`config.mk`:
```
export PLATFORM = sky130hd
export DESIGN_NAME = fifo_burst_reader_flat
export DESIGN_NICKNAME = d
export VERILOG_FILES = /design/src/rtl/fifo_burst_reader_if.sv /design/src/rtl/fifo_burst_reader.sv /design/src/flat_wrapper.sv
export SDC_FILE = /design/constraint.sdc
export NUM_CORES = 1
export LEC_CHECK = 0
export CAP_MARGIN = 20
export CORE_MARGIN = 5
export CORE_UTILIZATION = 57
export CTS_CLUSTER_SIZE = 12
export DETAILED_ROUTE_END_ITERATION = 16
export HOLD_SLACK_MARGIN = 0.05
export PLACE_DENSITY = 0.94
export SLEW_MARGIN = 20
export SYNTH_ARGS = -nofsm -noshare
export SYNTH_HDL_FRONTEND = slang
export SYNTH_SLANG_ARGS = --single-unit
```
`constraint.sdc`:
```
create_clock -name i_Clk -period 5.38 [get_ports i_Clk]
set_input_delay 0.538 -clock i_Clk [delete_from_list [all_inputs] [get_ports i_Clk]]
set_output_delay 0.538 -clock i_Clk [all_outputs]
set_load 0.02 [all_outputs]
```
`src/rtl/fifo_burst_reader_if.sv`:
```
// FIFO read-side signals and the outgoing valid/ready stream of fifo_burst_reader.
// The reader drives the read strobe and the stream through the master modport.
interface fifo_burst_reader_if #(
    parameter int WIDTH = 8
);
    logic             i_Fifo_AE;
    logic             i_Fifo_Empty;
    logic [WIDTH-1:0] i_Fifo_Data;
    logic             o_Fifo_Rd_En;
    logic             o_Tx_DV;
    logic [WIDTH-1:0] o_Tx_Data;
    logic             o_Tx_Last;
    logic             i_Tx_Ready;
    logic             o_Busy;

    modport master (
        input  i_Fifo_AE,
        input  i_Fifo_Empty,
        input  i_Fifo_Data,
        input  i_Tx_Ready,
        output o_Fifo_Rd_En,
        output o_Tx_DV,
        output o_Tx_Data,
        output o_Tx_Last,
        output o_Busy
    );

    modport slave (
        output i_Fifo_AE,
        output i_Fifo_Empty,
        output i_Fifo_Data,
        output i_Tx_Ready,
        input  o_Fifo_Rd_En,
        input  o_Tx_DV,
        input  o_Tx_Data,
        input  o_Tx_Last,
        input  o_Busy
    );
endinterface

```
`src/rtl/fifo_burst_reader.sv`:
```
// Drains a look-ahead-Empty synchronous FIFO in bounded bursts onto a valid/ready
// stream with a last marker, through a 2-entry skid buffer and a registered read strobe.
module fifo_burst_reader #(
    parameter int WIDTH     = 8,
    parameter int BURST_LEN = 4,
    parameter int TIMEOUT   = 64
) (
    input  logic                 i_Clk,
    input  logic                 i_Rst,
    fifo_burst_reader_if.master  bus
);
    localparam int CNT_W = $clog2(BURST_LEN + 1);
    localparam int TMO_W = (TIMEOUT > 1) ? $clog2(TIMEOUT) : 1;
    localparam logic [CNT_W-1:0] LAST_IDX  = CNT_W'(BURST_LEN - 1);
    localparam logic [CNT_W-1:0] BURST_MAX = CNT_W'(BURST_LEN);
    localparam logic [TMO_W-1:0] TMO_MAX   = TMO_W'(TIMEOUT - 1);

    typedef enum logic [1:0] {
        IDLE  = 2'd0,
        BURST = 2'd1,
        DRAIN = 2'd2
    } state_t;

    state_t           state_q, state_d;
    logic [CNT_W-1:0] rdCnt_q, rdCnt_d;
    logic [TMO_W-1:0] tmoCnt_q, tmoCnt_d;
    logic             lastIssued_q, lastIssued_d;
    logic             rdEn_q, rdEn_d;
    logic [1:0]       occ_q, occ_d;
    logic [WIDTH-1:0] data0_q, data0_d, data1_q, data1_d;
    logic             last0_q, last0_d, last1_q, last1_d;

    logic push;
    logic pop;
    logic pushLast;

    // A word read while Empty is already high was the FIFO's final word.
    assign push     = rdEn_q;
    assign pop      = (occ_q != 2'd0) && bus.i_Tx_Ready;
    assign pushLast = (rdCnt_q == LAST_IDX) || bus.i_Fifo_Empty;

    // Skid buffer: entry 0 is the head; a pop shifts entry 1 forward.
    always_comb begin
        occ_d   = occ_q;
        data0_d = data0_q;
        data1_d = data1_q;
        last0_d = last0_q;
        last1_d = last1_q;
        case ({push, pop})
            2'b10: begin
                if (occ_q == 2'd0) begin
                    data0_d = bus.i_Fifo_Data;
                    last0_d = pushLast;
                end else begin
                    data1_d = bus.i_Fifo_Data;
                    last1_d = pushLast;
                end
                occ_d = occ_q + 2'd1;
            end
            2'b01: begin
                data0_d = data1_q;
                last0_d = last1_q;
                occ_d   = occ_q - 2'd1;
            end
            2'b11: begin
                if (occ_q == 2'd1) begin
                    data0_d = bus.i_Fifo_Data;
                    last0_d = pushLast;
                end else begin
                    data0_d = data1_q;
                    last0_d = last1_q;
                    data1_d = bus.i_Fifo_Data;
                    last1_d = pushLast;
                end
            end
            default: begin
            end
        endcase
    end

    always_comb begin
        state_d      = state_q;
        rdCnt_d      = rdCnt_q;
        lastIssued_d = lastIssued_q;
        tmoCnt_d     = '0;
        case (state_q)
            IDLE: begin
                if (!bus.i_Fifo_Empty) begin
                    tmoCnt_d = (tmoCnt_q == TMO_MAX) ? tmoCnt_q : tmoCnt_q + 1'b1;
                end
                if (!bus.i_Fifo_AE || ((tmoCnt_q == TMO_MAX) && !bus.i_Fifo_Empty)) begin
                    state_d      = BURST;
                    rdCnt_d      = '0;
                    lastIssued_d = 1'b0;
                end
            end
            BURST: begin
                if (push) begin
                    rdCnt_d = rdCnt_q + 1'b1;
                    if (pushLast) begin
                        lastIssued_d = 1'b1;
                        state_d      = DRAIN;
                    end
                end
            end
            DRAIN: begin
                if (pop && last0_q) begin
                    state_d = IDLE;
                end
            end
            default: begin
                state_d = IDLE;
            end
        endcase
        // Next-cycle values keep the strobe one word per cycle without overfilling the buffer.
        rdEn_d = (state_d == BURST) && (rdCnt_d < BURST_MAX) && !lastIssued_d
                 && !bus.i_Fifo_Empty && (occ_d <= 2'd1);
    end

    always_ff @(posedge i_Clk or posedge i_Rst) begin
        if (i_Rst) begin
            state_q      <= IDLE;
            rdCnt_q      <= '0;
            tmoCnt_q     <= '0;
            lastIssued_q <= 1'b0;
            rdEn_q       <= 1'b0;
            occ_q        <= 2'd0;
            data0_q      <= '0;
            data1_q      <= '0;
            last0_q      <= 1'b0;
            last1_q      <= 1'b0;
        end else begin
            state_q      <= state_d;
            rdCnt_q      <= rdCnt_d;
            tmoCnt_q     <= tmoCnt_d;
            lastIssued_q <= lastIssued_d;
            rdEn_q       <= rdEn_d;
            occ_q        <= occ_d;
            data0_q      <= data0_d;
            data1_q      <= data1_d;
            last0_q      <= last0_d;
            last1_q      <= last1_d;
        end
    end

    assign bus.o_Fifo_Rd_En = rdEn_q;
    assign bus.o_Tx_DV      = (occ_q != 2'd0);
    assign bus.o_Tx_Data    = data0_q;
    assign bus.o_Tx_Last    = last0_q && (occ_q != 2'd0);
    assign bus.o_Busy       = (state_q != IDLE);
endmodule
```
`src/flat_wrapper.sv`:
```
// flat-port wrapper written by rule: the top's interface ports become plain ports
module fifo_burst_reader_flat 
#(
    parameter int WIDTH     = 8,
    parameter int BURST_LEN = 4,
    parameter int TIMEOUT   = 64
)
  (i_Clk, i_Rst, bus_i_Fifo_AE, bus_i_Fifo_Empty, bus_i_Fifo_Data, bus_i_Tx_Ready, bus_o_Fifo_Rd_En, bus_o_Tx_DV, bus_o_Tx_Data, bus_o_Tx_Last, bus_o_Busy);
  fifo_burst_reader_if #(.WIDTH(WIDTH)) bus_i ();
  input  logic i_Clk;
  input  logic i_Rst;
  input wire logic [$bits(bus_i.i_Fifo_AE)-1:0] bus_i_Fifo_AE;
  input wire logic [$bits(bus_i.i_Fifo_Empty)-1:0] bus_i_Fifo_Empty;
  input wire logic [$bits(bus_i.i_Fifo_Data)-1:0] bus_i_Fifo_Data;
  input wire logic [$bits(bus_i.i_Tx_Ready)-1:0] bus_i_Tx_Ready;
  output wire logic [$bits(bus_i.o_Fifo_Rd_En)-1:0] bus_o_Fifo_Rd_En;
  output wire logic [$bits(bus_i.o_Tx_DV)-1:0] bus_o_Tx_DV;
  output wire logic [$bits(bus_i.o_Tx_Data)-1:0] bus_o_Tx_Data;
  output wire logic [$bits(bus_i.o_Tx_Last)-1:0] bus_o_Tx_Last;
  output wire logic [$bits(bus_i.o_Busy)-1:0] bus_o_Busy;
  assign bus_i.i_Fifo_AE = bus_i_Fifo_AE;
  assign bus_i.i_Fifo_Empty = bus_i_Fifo_Empty;
  assign bus_i.i_Fifo_Data = bus_i_Fifo_Data;
  assign bus_i.i_Tx_Ready = bus_i_Tx_Ready;
  assign bus_o_Fifo_Rd_En = bus_i.o_Fifo_Rd_En;
  assign bus_o_Tx_DV = bus_i.o_Tx_DV;
  assign bus_o_Tx_Data = bus_i.o_Tx_Data;
  assign bus_o_Tx_Last = bus_i.o_Tx_Last;
  assign bus_o_Busy = bus_i.o_Busy;
  fifo_burst_reader #(.WIDTH(WIDTH), .BURST_LEN(BURST_LEN), .TIMEOUT(TIMEOUT)) u_core (.i_Clk(i_Clk), .i_Rst(i_Rst), .bus(bus_i));
endmodule
```
* Word level (Yosys, flattened, before mapping)
Cells that the tools add are included. W data, S select, Z words.
Storage, ports and cells: logic and storage cells 78, register bits after elaboration 33, output and inout port bits 12, bits of input ports 13
Operators by class: add/sub/neg operators 4, mux-type cells 28, equality and inequality tests 13, order comparisons 2, reduce and logical (&&, ||, !) cells 21
Operators by type and width (count):
- $mux W8 | 4
- $pmux W8 S3 | 1
- $mux W6 | 3
- $pmux W8 S2 | 1
- $eq A2 B1 Y1 const B | 4
- $logic_and A1 B1 Y1 | 8
- $mux W2 | 4
- $mux W1 | 7
- $add A6 B1 Y6 const B | 1
- $eq A2 B2 Y1 const B | 3
- $eq A6 B6 Y1 const B | 1
- $mux W3 | 2
- $pmux W2 S3 | 1
- $pmux W3 S2 | 1
- $reduce_bool A2 Y1 | 3
- $logic_not A2 Y1 | 2
- $ne A2 B2 Y1 const B | 2
- $pmux W1 S2 | 2
- $pmux W2 S2 | 1
- $add A3 B1 Y3 const B | 1
- $eq A3 B2 Y1 const B | 1
- $logic_not A1 Y1 | 3
- $lt A3 B3 Y1 const B | 1
- $ne A3 B3 Y1 const B | 1
- 9 further kinds | 10

* Logic depth before layout (Yosys ltp)
Gate-level depths: netlist (run 1).
depth in word-level cells 10, gate-level depth with buffers 9, gate-level depth less buffers 9

* Worst setup path before layout (run 1)
No wires, ideal clock.
path kind register -> register, start reg u_core.occ_q[0], end reg u_core.data1_q[0], required time 5.255 ns, path buffers 0, library setup time 0.125 ns, path slack 3.404 ns, cell stages (with the launch flop) 8, data arrival time 1.851 ns, cell sequence dfrtp_1 inv_1 ha_1 nor2b_1 inv_1 ha_1 o211ai_2 mux2_2
On the way: longest elaborated chain between the ends 5
Ends and longest elaborated chain:
- from (decl) | RTL line fifo_burst_reader.sv:29 | logic [1:0] occ_q, occ_d;
- from (signal assigned) | RTL line fifo_burst_reader.sv:127 | occ_q <= 2'd0;
- from (signal assigned) | RTL line fifo_burst_reader.sv:138 | occ_q <= occ_d;
- $reduce_bool A2 Y1 | RTL line fifo_burst_reader.sv:39 | assign pop = (occ_q != 2'd0) && bus.i_Tx_Ready;
- $logic_and A1 B1 Y1 | RTL line fifo_burst_reader.sv:39
- $eq A2 B2 Y1 | RTL line fifo_burst_reader.sv:49 | case ({push, pop})
- $ne A2 B2 Y1 (no source line) or $reduce_bool A2 Y1 (tied branches)
- $reduce_and A3 Y1 (no source line)
- to (signal assigned) | RTL line fifo_burst_reader.sv:140 | data1_q <= data1_d;
- to (decl) | RTL line fifo_burst_reader.sv:30 | logic [WIDTH-1:0] data0_q, data0_d, data1_q, data1_d;
Parallel ways exist; a longest one is shown, timed or not. A chain may end at the register's enable or synchronous reset.

* Worst setup path in the final report (run 1)
start reg u_core.occ_q[0], end reg u_core.data0_q[3] (netlist: u_core.bus.o_Tx_Data[3])
On the way: longest elaborated chain between the ends 5
Ends and longest elaborated chain:
- $reduce_bool A2 Y1 | RTL line fifo_burst_reader.sv:39
- $logic_and A1 B1 Y1 | RTL line fifo_burst_reader.sv:39
- $eq A2 B2 Y1 or $eq A2 B1 Y1 (tied branches) | RTL line fifo_burst_reader.sv:49
- $ne A2 B1 Y1 (no source line) or $reduce_bool A3 Y1 (tied branches)
- $reduce_and A2 Y1 (no source line)
- to (signal assigned) | RTL line fifo_burst_reader.sv:139 | data0_q <= data0_d;
- to (decl) | RTL line fifo_burst_reader.sv:30
Parallel ways exist; a longest one is shown, timed or not.

==> impl_metrics.ini, run 1 <==
[setup_path]
rrSetupSlack_ns = 2.98
start_kind = flop
worstPathArrival_ns = 2.64
slowest_delay_ns = 0.42
cpMaxStageDelayCell = o21ai_1
criticalPathCategory = reg -> reg
worstSetupEndpointType = flop
worstPathCellList = inv_1, ha_1, nor2b_1, ha_1, nand2_1, o21ai_1, a22oi_1, o21ai_0
crit_top_cell = ha_1
path_buf_inv = 1
crit_family = compound AO/OA/AOI/OAI gates
worstPathRequired_ns = 5.62
cp_max_fo = 9

[finish]
finalCoreUtilization_pct = 73.05
multiInputGateArea_sq_um = 775.7
stdcell_area_sq_um = 2014
nets = 204
area_delta_synth_final_pct = 21.88
antennaDiodeCount = 0
drive_above_1_share_pct = 14.67
fin_cells = 215
nFillCells = 181
regArea_sq_um = 825.8

[sta]
grt_setup_unrepaired = no
period_minus_slack_ns = 2.401
fin_crit_sh_pct = 44.63
clock.fmax_ghz = 0.4165
worst_slew_pin_slew_ns = 0.7456
setup_viol = 0
slew_headroom_pct = 49.96
clock_skew_ns = 0.009964
setup_tns_ns = 0
final_max_slew_viol_count = 0
finalHoldViolCount = 0

[clock_tree]
clk_path_buf_depth = 2
cts_tree = done
cts-root-buf = clkbuf_4
clk_pin_slew_worst_paths_ns = 0.10
clk_latency_ns = 0.33
htree_levels = 2
numCtsBuffers = 5
post_cts_resized = 0
cts_setup_buffers = 0
cts_num_sinks = 33
cts_hold_buf = 0

[route]
num_vias = 1236
route.final.wire_length_microns = 3546
viasPerCell = 5.749
first_iter_violations = 75
drt.antenna.violating_nets = 0
drtPass1Iterations = 4
wire_per_inst_microns = 16.49
drc = 0

[power_and_ir_drop]
p_switching_uw = 99.78
pwr-share-comb_pct = 7.0
ir_worst_vdd_mv = 0.2907
p_leak_uw = 0.0009199
swShare_pct = 20.82
p_int_uw = 379.4
pwr-share-clk_pct = 40.2
powerDensity_nw_per_um2 = 237.9
pwr-share-seq_pct = 52.8
fin_total_pwr_uw = 479.2

[logic_synthesis]
synth-seq-area-share_pct = 49.96
async_flop_share_pct = 100.0
ys.flop_type = dfrtp_1
syn_avg_cell_area_sq_um = 10.73
ys_types = 41
postSynthCellCount = 154
ys_seq_elements = 33
syn_nets = 175
netlist_area_sq_um = 1653
synth-edff-count = 0
yosys_warnings = 0

[place]
place_inst = 207
dpl_cell_area_sq_um = 1926
place_hpwl_microns = 2544
portBuffers = 24
gp_congestion = 0.8204

[global_route]
track_usage_pct = 18.28
grt_pass1_vias = 1268
grt_pass1_wl_microns = 5975
grt_max_degree = 34
grt_overflow = 0
antenna_found_initial = 0

[die]
fp.dieH_microns = 63.85
start_util_pct = 59.94
die_area_sq_um = 4077
io_pins = 25
rows = 19
die_width_microns = 63.85
core_sq_um = 2758

[run_status]
status = complete, no violations

[run]
max-cap-violations = 0

[worst_hold_path]
hold_path.class = reg -> reg
==> flip-flops by register name (all words and copies together), names as in the netlist <==
register / cells
u_core.rdCnt_q: 3
u_core.data1_q: 8
u_core.bus.o_Fifo_Rd_En: 1
u_core.occ_q: 2
u_core.bus.o_Tx_Data: 8
u_core.last1_q: 1
u_core.lastIssued_q: 1
u_core.tmoCnt_q: 6
u_core.last0_q: 1
u_core.state_q: 2
==> placed cells by master (no fill, tap or decap), drive strengths merged, types with 2 or more instances in the layout <==
master,instances
a21oi,6
a22o,2
a22oi,8
a31oi,3
clkbuf,7
clkdlybuf4s50,24
dfrtp,33
ha,8
inv,11
mux2,9
mux2i,2
nand2,17
nand3,5
nor2,5
nor2b,3
nor3,5
nor3b,2
o21ai,12
==> per-layer routing <==
layer,track usage [%],vias to the layer above,routed length (microns),part of all wire [%]
met2,29.65,21,1869,53
li1,-,615,-,-
met1,23.13,594,1501,42
met3,6.305,6,130,3.7
met4,5.195,0,44,1.2
met5,0,-,0,0
==> layout make-up <==
type	instances	area share (%)
Sequential cell	33	40.99
Multi-Input combinational cell	107	38.51
Tap cell	31	1.925
Timing Repair Buffer	25	12.30
Clock buffer	7	2.733
Inverter	11	2.050
Clock inverter	1	1.491
==> worst reg2reg max path, cell delays in order, from the launching register on <==
cell,delay (ns)
dfrtp_1,0.40
inv_1,0.06
ha_1,0.28
nor2b_1,0.34
ha_1,0.30
nand2_1,0.12
o21ai_1,0.42
a22oi_1,0.19
o21ai_0,0.22
==> per-stage QoR <==
| step | worst slack (ns) | hold slack, ns |
|---|---|---|
| floorplan | 3.404 | 0.4794 |
| global placement | 2.920 | 0.4608 |
| detailed placement | 2.765 | 0.4691 |
| CTS | 3.046 | 0.4938 |
| global route | 2.803 | 0.5241 |
| finish | 2.979 | 0.4872 |
==> logic make-up (layout without fill, tap and decap cells) <==
logic type	Yosys count	after routing	share of synthesized area, %
adders and majority gates	8	8	6.056
and+or+nand+nor	46	46	15.60
muxes	11	11	7.343
buffers and inverters	14	44	3.331
DFF	33	33	49.96
xor gates and xnor gates	2	2	1.060
AOI/OAI and AO/OA	40	40	16.66
==> power groups by stage <==
stage          clock network [uW]  logic, uW  registers [uW]
5_1_grt                       211       36.4             254
3_5_place_dp                    0       33.7             258
6_report                      193       33.3             253
3_3_place_gp                    0       33.2             258
4_1_cts                       197       34.0             253
2_1_floorplan                   0       9.65             262
==> synthesized netlist by cell type, types with 2 or more instances <==
cell | number | share of area (%)
nor2b_1 | 2 | 0.76
dfrtp_1 | 33 | 50
a31oi_1 | 3 | 1.1
nor3b_1 | 2 | 0.91
buf_2 | 2 | 0.61
o21ai_1 | 2 | 0.61
mux2i_1 | 2 | 1.2
nor2_1 | 5 | 1.1
nand3_1 | 4 | 1.2
nand2_1 | 17 | 3.9
mux2_2 | 9 | 6.1
o21ai_0 | 10 | 3.0
inv_1 | 11 | 2.5
nor3_1 | 5 | 1.5
ha_1 | 8 | 6.1
a21oi_1 | 6 | 1.8
a22oi_1 | 8 | 3.6
a22o_1 | 2 | 1.1
==> path summary, 6_finish.rpt <==
| path | endpoint | depth (start not counted) | from |
|---|---|---|---|
| setup reg to reg | u_core.bus.o_Tx_Data[3]$_DFFE_PP0P_ | 8 | u_core.occ_q[0]$_DFF_PP0_ |
| max in group asynchronous | u_core.rdCnt_q[0]$_DFFE_PP0P_ | 3 | i_Rst |
| min in group asynchronous | u_core.bus.o_Tx_Data[3]$_DFFE_PP0P_ | 3 | i_Rst |
| hold reg to reg | u_core.bus.o_Tx_Data[5]$_DFFE_PP0P_ | 2 | u_core.bus.o_Tx_Data[5]$_DFFE_PP0P_ |
| hold / removal | u_core.bus.o_Tx_Data[5]$_DFFE_PP0P_ | 2 | u_core.bus.o_Tx_Data[5]$_DFFE_PP0P_ |
| setup / recovery | u_core.bus.o_Tx_Data[3]$_DFFE_PP0P_ | 8 | u_core.occ_q[0]$_DFF_PP0_ |
No activity file was read; power rests on OpenSTA's default activity.
==> run 2: changes to the inputs <==
--- a/config.mk
+++ b/config.mk
@@ -7,11 +7,11 @@
 export LEC_CHECK = 0
 export CAP_MARGIN = 20
 export CORE_MARGIN = 5
-export CORE_UTILIZATION = 57
+export CORE_UTILIZATION = 48
 export CTS_CLUSTER_SIZE = 12
 export DETAILED_ROUTE_END_ITERATION = 16
 export HOLD_SLACK_MARGIN = 0.05
-export PLACE_DENSITY = 0.94
+export PLACE_DENSITY = 0.85
 export SLEW_MARGIN = 20
 export SYNTH_ARGS = -nofsm -noshare
 export SYNTH_HDL_FRONTEND = slang
==> constraint.sdc (replaced) <==
create_clock -name i_Clk -period 1.95 [get_ports i_Clk]
set_input_delay 0.195 -clock i_Clk [delete_from_list [all_inputs] [get_ports i_Clk]]
set_output_delay 0.195 -clock i_Clk [all_outputs]
set_load 0.02 [all_outputs]
==> run 2 against run 1 <==
  * Worst setup slack got worse by 2.9 ns
  * Clock power rose by 130%
  * Via count rose by 8.1%
  * Wire length rose by 6.2%
  * Sequential share of layout area decreased by 2.9 points
  * Die area rose by 16%
  * Count of clock-buffer cells in the layout did not move
==> impl_metrics.ini, run 2 (same netlist as run 1, synthesis figures left out) <==
[setup_path]
start_kind = flop
worstPathArrival_ns = 2.12
slowest_delay_ns = 0.36
crit_family = adder cells
rrSetupSlack_ns = 0.06
worstPathCellList = inv_1, ha_1, nor2b_2, ha_2, nand2_1, o211ai_4, buf_12, mux2_2
cp_max_fo = 9
cpMaxStageDelayCell = dfrtp_1
criticalPathCategory = reg -> reg
worstSetupEndpointType = flop
path_buf_inv = 2
worstPathRequired_ns = 2.17

[power_and_ir_drop]
swShare_pct = 22.89
p_int_uw = 951.5
ir_worst_vdd_mv = 0.4094
pwr-share-seq_pct = 56.6
pwr-share-clk_pct = 35.8
pwr-share-comb_pct = 7.6
p_switching_uw = 282.4
powerDensity_nw_per_um2 = 568.7
p_leak_uw = 0.0009873

[route]
viasPerCell = 5.544
drc = 0
route.final.wire_length_microns = 3765
num_vias = 1336
wire_per_inst_microns = 15.62
drt.antenna.violating_nets = 0
drtPass1Iterations = 4
first_iter_violations = 96

[place]
place_hpwl_microns = 2686
portBuffers = 24
place_ws_ns = -0.1277
gp_congestion = 0.8859

[sta]
clock_skew_ns = 0.008497
finalHoldViolCount = 0
fin_crit_sh_pct = 96.99
fin_ws_ns = 0.05870
worst_slew_pin_slew_ns = 0.4737
setup_tns_ns = 0
slew_headroom_pct = 68.23
setup_viol = 0
hold_ws_ns = 0.2323
clock.fmax_ghz = 0.5287
period_minus_slack_ns = 1.891
final_max_slew_viol_count = 0

[clock_tree]
htree_levels = 2
cts-root-buf = clkbuf_4
cts_tree = done
clk_pin_slew_worst_paths_ns = 0.11
cts_num_sinks = 33
cts_hold_buf = 0
clk_latency_ns = 0.34
numCtsBuffers = 5
clk_path_buf_depth = 2

[global_route]
grt_max_degree = 34
antenna_found_initial = 0
track_usage_pct = 17.61
grt_pass1_wl_microns = 6154
grtUsageMet1_pct = 20.25
grt_overflow = 0
use_met2_pct = 31.35
grt_busiest_layer = met2
use_met3_pct = 4.052
grt_pass1_vias = 1432

[run_status]
status = complete, no violations

[die]
start_util_pct = 49.53
rows = 21
die_width_microns = 68.68
io_pins = 25
fp.dieH_microns = 68.68
die_area_sq_um = 4717
core_sq_um = 3337

[finish]
regArea_sq_um = 825.8
area_delta_synth_final_pct = 31.26
layout_commonest_cell = dfrtp_1
nFillCells = 251
final_cell_mix = dfrtp_1, clkdlybuf4s50_1, nand2_1
nets = 215
antennaDiodeCount = 0
drive_above_1_share_pct = 24.62
multiInputGateArea_sq_um = 834.6

[run]
max-cap-violations = 0

[worst_hold_path]
hold_path.class = in -> async
-- run 2: cell types whose count changed in the layout (fill, tap and decap cells not counted), sizes merged --
cell           change
buf               +11
clkdlybuf4s50      -2
dlygate4sd2        +2
bufinv             -1
clkinv             +1
-- run 2: final cells by class --
class,instances,area share (%)
clock buffers,7,2.999
clock inverters,1,0.2307
inverters,11,1.903
multi-input cells,107,38.47
flip-flops and latches,33,38.06
well taps,46,2.653
repair buffers,36,15.69
-- run 2: power groups by stage --
stage	logic, uW	clock network [uW]	registers [uW]
after floorplan	26.6	0	722
after global placement	93.3	0	711
after detailed placement	94.2	0	712
after CTS	94.6	446	699
after global routing	105	478	700
final	94.1	441	699
-- run 2: metrics by stage --
stage               utilization [%]  cell area (sq um)  power, uW  instances
finish                        65.02               2170       1234        241
global route                  65.02               2170       1283        241
CTS                           63.25               2111       1239        240
detailed placement            60.33               2013      806.4        230
floorplan                         -               1662      748.7        154
global placement              60.33               2013      804.7        230
-- run 2: routing by layer --
layer  vias to the layer above  wire [microns]
met3                        10             120
met2                        30            2035
met4                         0              76
li1                        641               -
met5                         -               0
met1                       655            1532
-- run 2: repair_timing --
action,CTS,global route
endpoints found under the setup margin,12,19
resized for setup,3,13
pin swaps,1,2
setup buffers,2,1
-- run 2: worst min-delay path, delay by kind of cell --
family,cells,cell delay [ns]
buffers and inverters,3,0.80
-- run 2: worst paths after layout --
check,startpoint,to,cells after the start
worst min-delay path,i_Rst,u_core.last1_q$_DFFE_PP0P_,3
min in group i_Clk,u_core.bus.o_Tx_Data[4]$_DFFE_PP0P_,u_core.bus.o_Tx_Data[4]$_DFFE_PP0P_,2
worst max-delay path,u_core.occ_q[1]$_DFF_PP0_,u_core.data1_q[2]$_DFFE_PP0P_,8
worst max register to register,u_core.occ_q[1]$_DFF_PP0_,u_core.data1_q[2]$_DFFE_PP0P_,8
max in group asynchronous,i_Rst,u_core.lastIssued_q$_DFF_PP0_,3
worst min register to register,u_core.bus.o_Tx_Data[4]$_DFFE_PP0P_,u_core.bus.o_Tx_Data[4]$_DFFE_PP0P_,2
==> run 3: changes to the inputs <==
--- a/config.mk
+++ b/config.mk
@@ -6,12 +6,11 @@
 export NUM_CORES = 1
 export LEC_CHECK = 0
 export CAP_MARGIN = 20
-export CORE_MARGIN = 5
 export CORE_UTILIZATION = 48
 export CTS_CLUSTER_SIZE = 12
 export DETAILED_ROUTE_END_ITERATION = 16
 export HOLD_SLACK_MARGIN = 0.05
-export PLACE_DENSITY = 0.85
+export PLACE_DENSITY = 0.78
 export SLEW_MARGIN = 20
 export SYNTH_ARGS = -nofsm -noshare
 export SYNTH_HDL_FRONTEND = slang
==> run 3 against run 2 <==
  * Wire length is 6.8% lower
  * Critical path type unchanged
  * Total power decreased by 6.4%
  * Worst hold slack better by 0.0028 ns
  * Clock skew grew 0.0023 ns
  * Global-route usage rose by 3.9 points
  * Critical endpoint is now u_core.bus.o_Fifo_Rd_En$_DFF_PP0_
  * Cell area shrank 1.8%
  * Via count shrank 0.52%
  * Sequential cell count stayed put
==> impl_metrics.ini, run 3 (same netlist as run 1, synthesis figures left out) <==
[die]
die_area_sq_um = 3682
core_sq_um = 3153
fp.dieH_microns = 60.68
rows = 20
die_width_microns = 60.68
io_pins = 25
start_util_pct = 52.42

[place]
gp_congestion = 0.8366
place_ws_ns = -0.09633
place_hpwl_microns = 2548
portBuffers = 24

[power_and_ir_drop]
powerDensity_nw_per_um2 = 542.5
p_leak_uw = 0.0009835
fin_total_pwr_uw = 1155
ir_worst_vdd_mv = 0.3677

[finish]
antennaDiodeCount = 0
area_delta_synth_final_pct = 28.84
nets = 216
layout_commonest_cell = dfrtp_1
final_cell_mix = dfrtp_1, clkdlybuf4s50_1, nand2_1
multiInputGateArea_sq_um = 807.0
finalCoreUtilization_pct = 67.54
drive_above_1_share_pct = 21.43
regArea_sq_um = 825.8
nFillCells = 243

[sta]
grt_setup_unrepaired = yes
fin_crit_sh_pct = 95.87
final_max_slew_viol_count = 0
clock.fmax_ghz = 0.5349
fin_ws_ns = 0.08044
finalHoldViolCount = 0
hold_ws_ns = 0.2350
worst_slew_pin_slew_ns = 0.5316
setup_viol = 0
clock_skew_ns = 0.01079
period_minus_slack_ns = 1.870
slew_headroom_pct = 64.35
setup_tns_ns = 0

[setup_path]
worstPathRequired_ns = 2.20
worstPathArrival_ns = 2.12
criticalPathCategory = reg -> reg
cp_max_fo = 4
worstSetupEndpointType = flop
start_kind = flop

[global_route]
track_usage_pct = 21.54
antenna_found_initial = 0
grt_overflow = 0
grt_pass1_vias = 1303
grt_max_degree = 34
grt_pass1_wl_microns = 5720

[route]
wire_per_inst_microns = 14.62
viasPerCell = 5.538
drtPass1Iterations = 4
num_vias = 1329
route.final.wire_length_microns = 3508
drt.antenna.violating_nets = 0
drc = 0
first_iter_violations = 53

[clock_tree]
clk_pin_slew_worst_paths_ns = 0.10
clk_path_buf_depth = 2
numCtsBuffers = 5
clk_latency_ns = 0.34
cts_tree = done
cts_num_sinks = 33
htree_levels = 2
cts_hold_buf = 0
cts-root-buf = clkbuf_4

[worst_hold_path]
hold_path.class = in -> async

[run_status]
status = complete, no violations

[run]
max-cap-violations = 0
==> run 3: cell types whose count changed in the layout (fill, tap and decap cells not counted), sizes merged <==
cell / change
buf: +1
clkbuf: +1
clkinv: -1
dlygate4sd2: -1
dlymetal6s2s: +1
==> run 3: worst paths after layout <==
kind | startpoint | end | slack (ns) | cells past startpoint
min reg2reg | u_core.bus.o_Tx_Data[3]$_DFFE_PP0P_ | u_core.bus.o_Tx_Data[3]$_DFFE_PP0P_ | 0.49 | 2
max reg2reg | u_core.rdCnt_q[0]$_DFFE_PP0P_ | u_core.bus.o_Fifo_Rd_En$_DFF_PP0_ | 0.08 | 7
min | i_Rst | u_core.bus.o_Tx_Data[4]$_DFFE_PP0P_ | 0.24 | 3
max in group asynchronous | i_Rst | u_core.tmoCnt_q[5]$_DFFE_PP0P_ | 1.41 | 3
max | u_core.rdCnt_q[0]$_DFFE_PP0P_ | u_core.bus.o_Fifo_Rd_En$_DFF_PP0_ | 0.08 | 7
min in group i_Clk | u_core.bus.o_Tx_Data[3]$_DFFE_PP0P_ | u_core.bus.o_Tx_Data[3]$_DFFE_PP0P_ | 0.49 | 2
==> run 3: timing repair <==
action,in CTS,in global routing
gates resized for setup,1,9
pin swaps,1,2
setup buffers,1,2
hold endpoints to repair,0,0
setup endpoints to repair,9,20
==> run 3: final cells by class <==
cell class	instances	area share, %
clock buffers	8	2.291
inverters	11	1.939
multi-input cells	107	37.90
flip-flops and latches	33	38.78
well taps	44	2.585
repair buffers	37	16.51
==> run 3: metrics by stage <==
step,cells,cell area (sq um)
3_3_place_gp,229,2018
2_1_floorplan,154,1662
3_5_place_dp,229,2018
5_1_grt,240,2130
6_report,240,2130
4_1_cts,238,2086
==> run 3: worst max-delay path, cell delays in order, from the launching register on <==
cell	delay, ns
dfrtp_1	0.42
ha_2	0.19
ha_1	0.19
or2_4	0.25
buf_4	0.15
a31oi_1	0.13
and2_1	0.17
nor4bb_4	0.29
==> run 3: where the power goes <==
part / total, uW / internal [uW] / switching [uW]
logic: 95.0 / 50.4 / 44.6
clock network: 362 / 144 / 218
registers: 698 / 693 / 5.24
==> run 3: routing by layer <==
layer  global-route usage (%)  vias to the layer above  part of all wire [%]
li1                         -                      641                     -
met1                    27.00                      650                    44
met2                    35.48                       29                    51
met3                    5.757                        9                   3.6
met4                    8.766                        0                   1.8
met5                        0                        -                     0
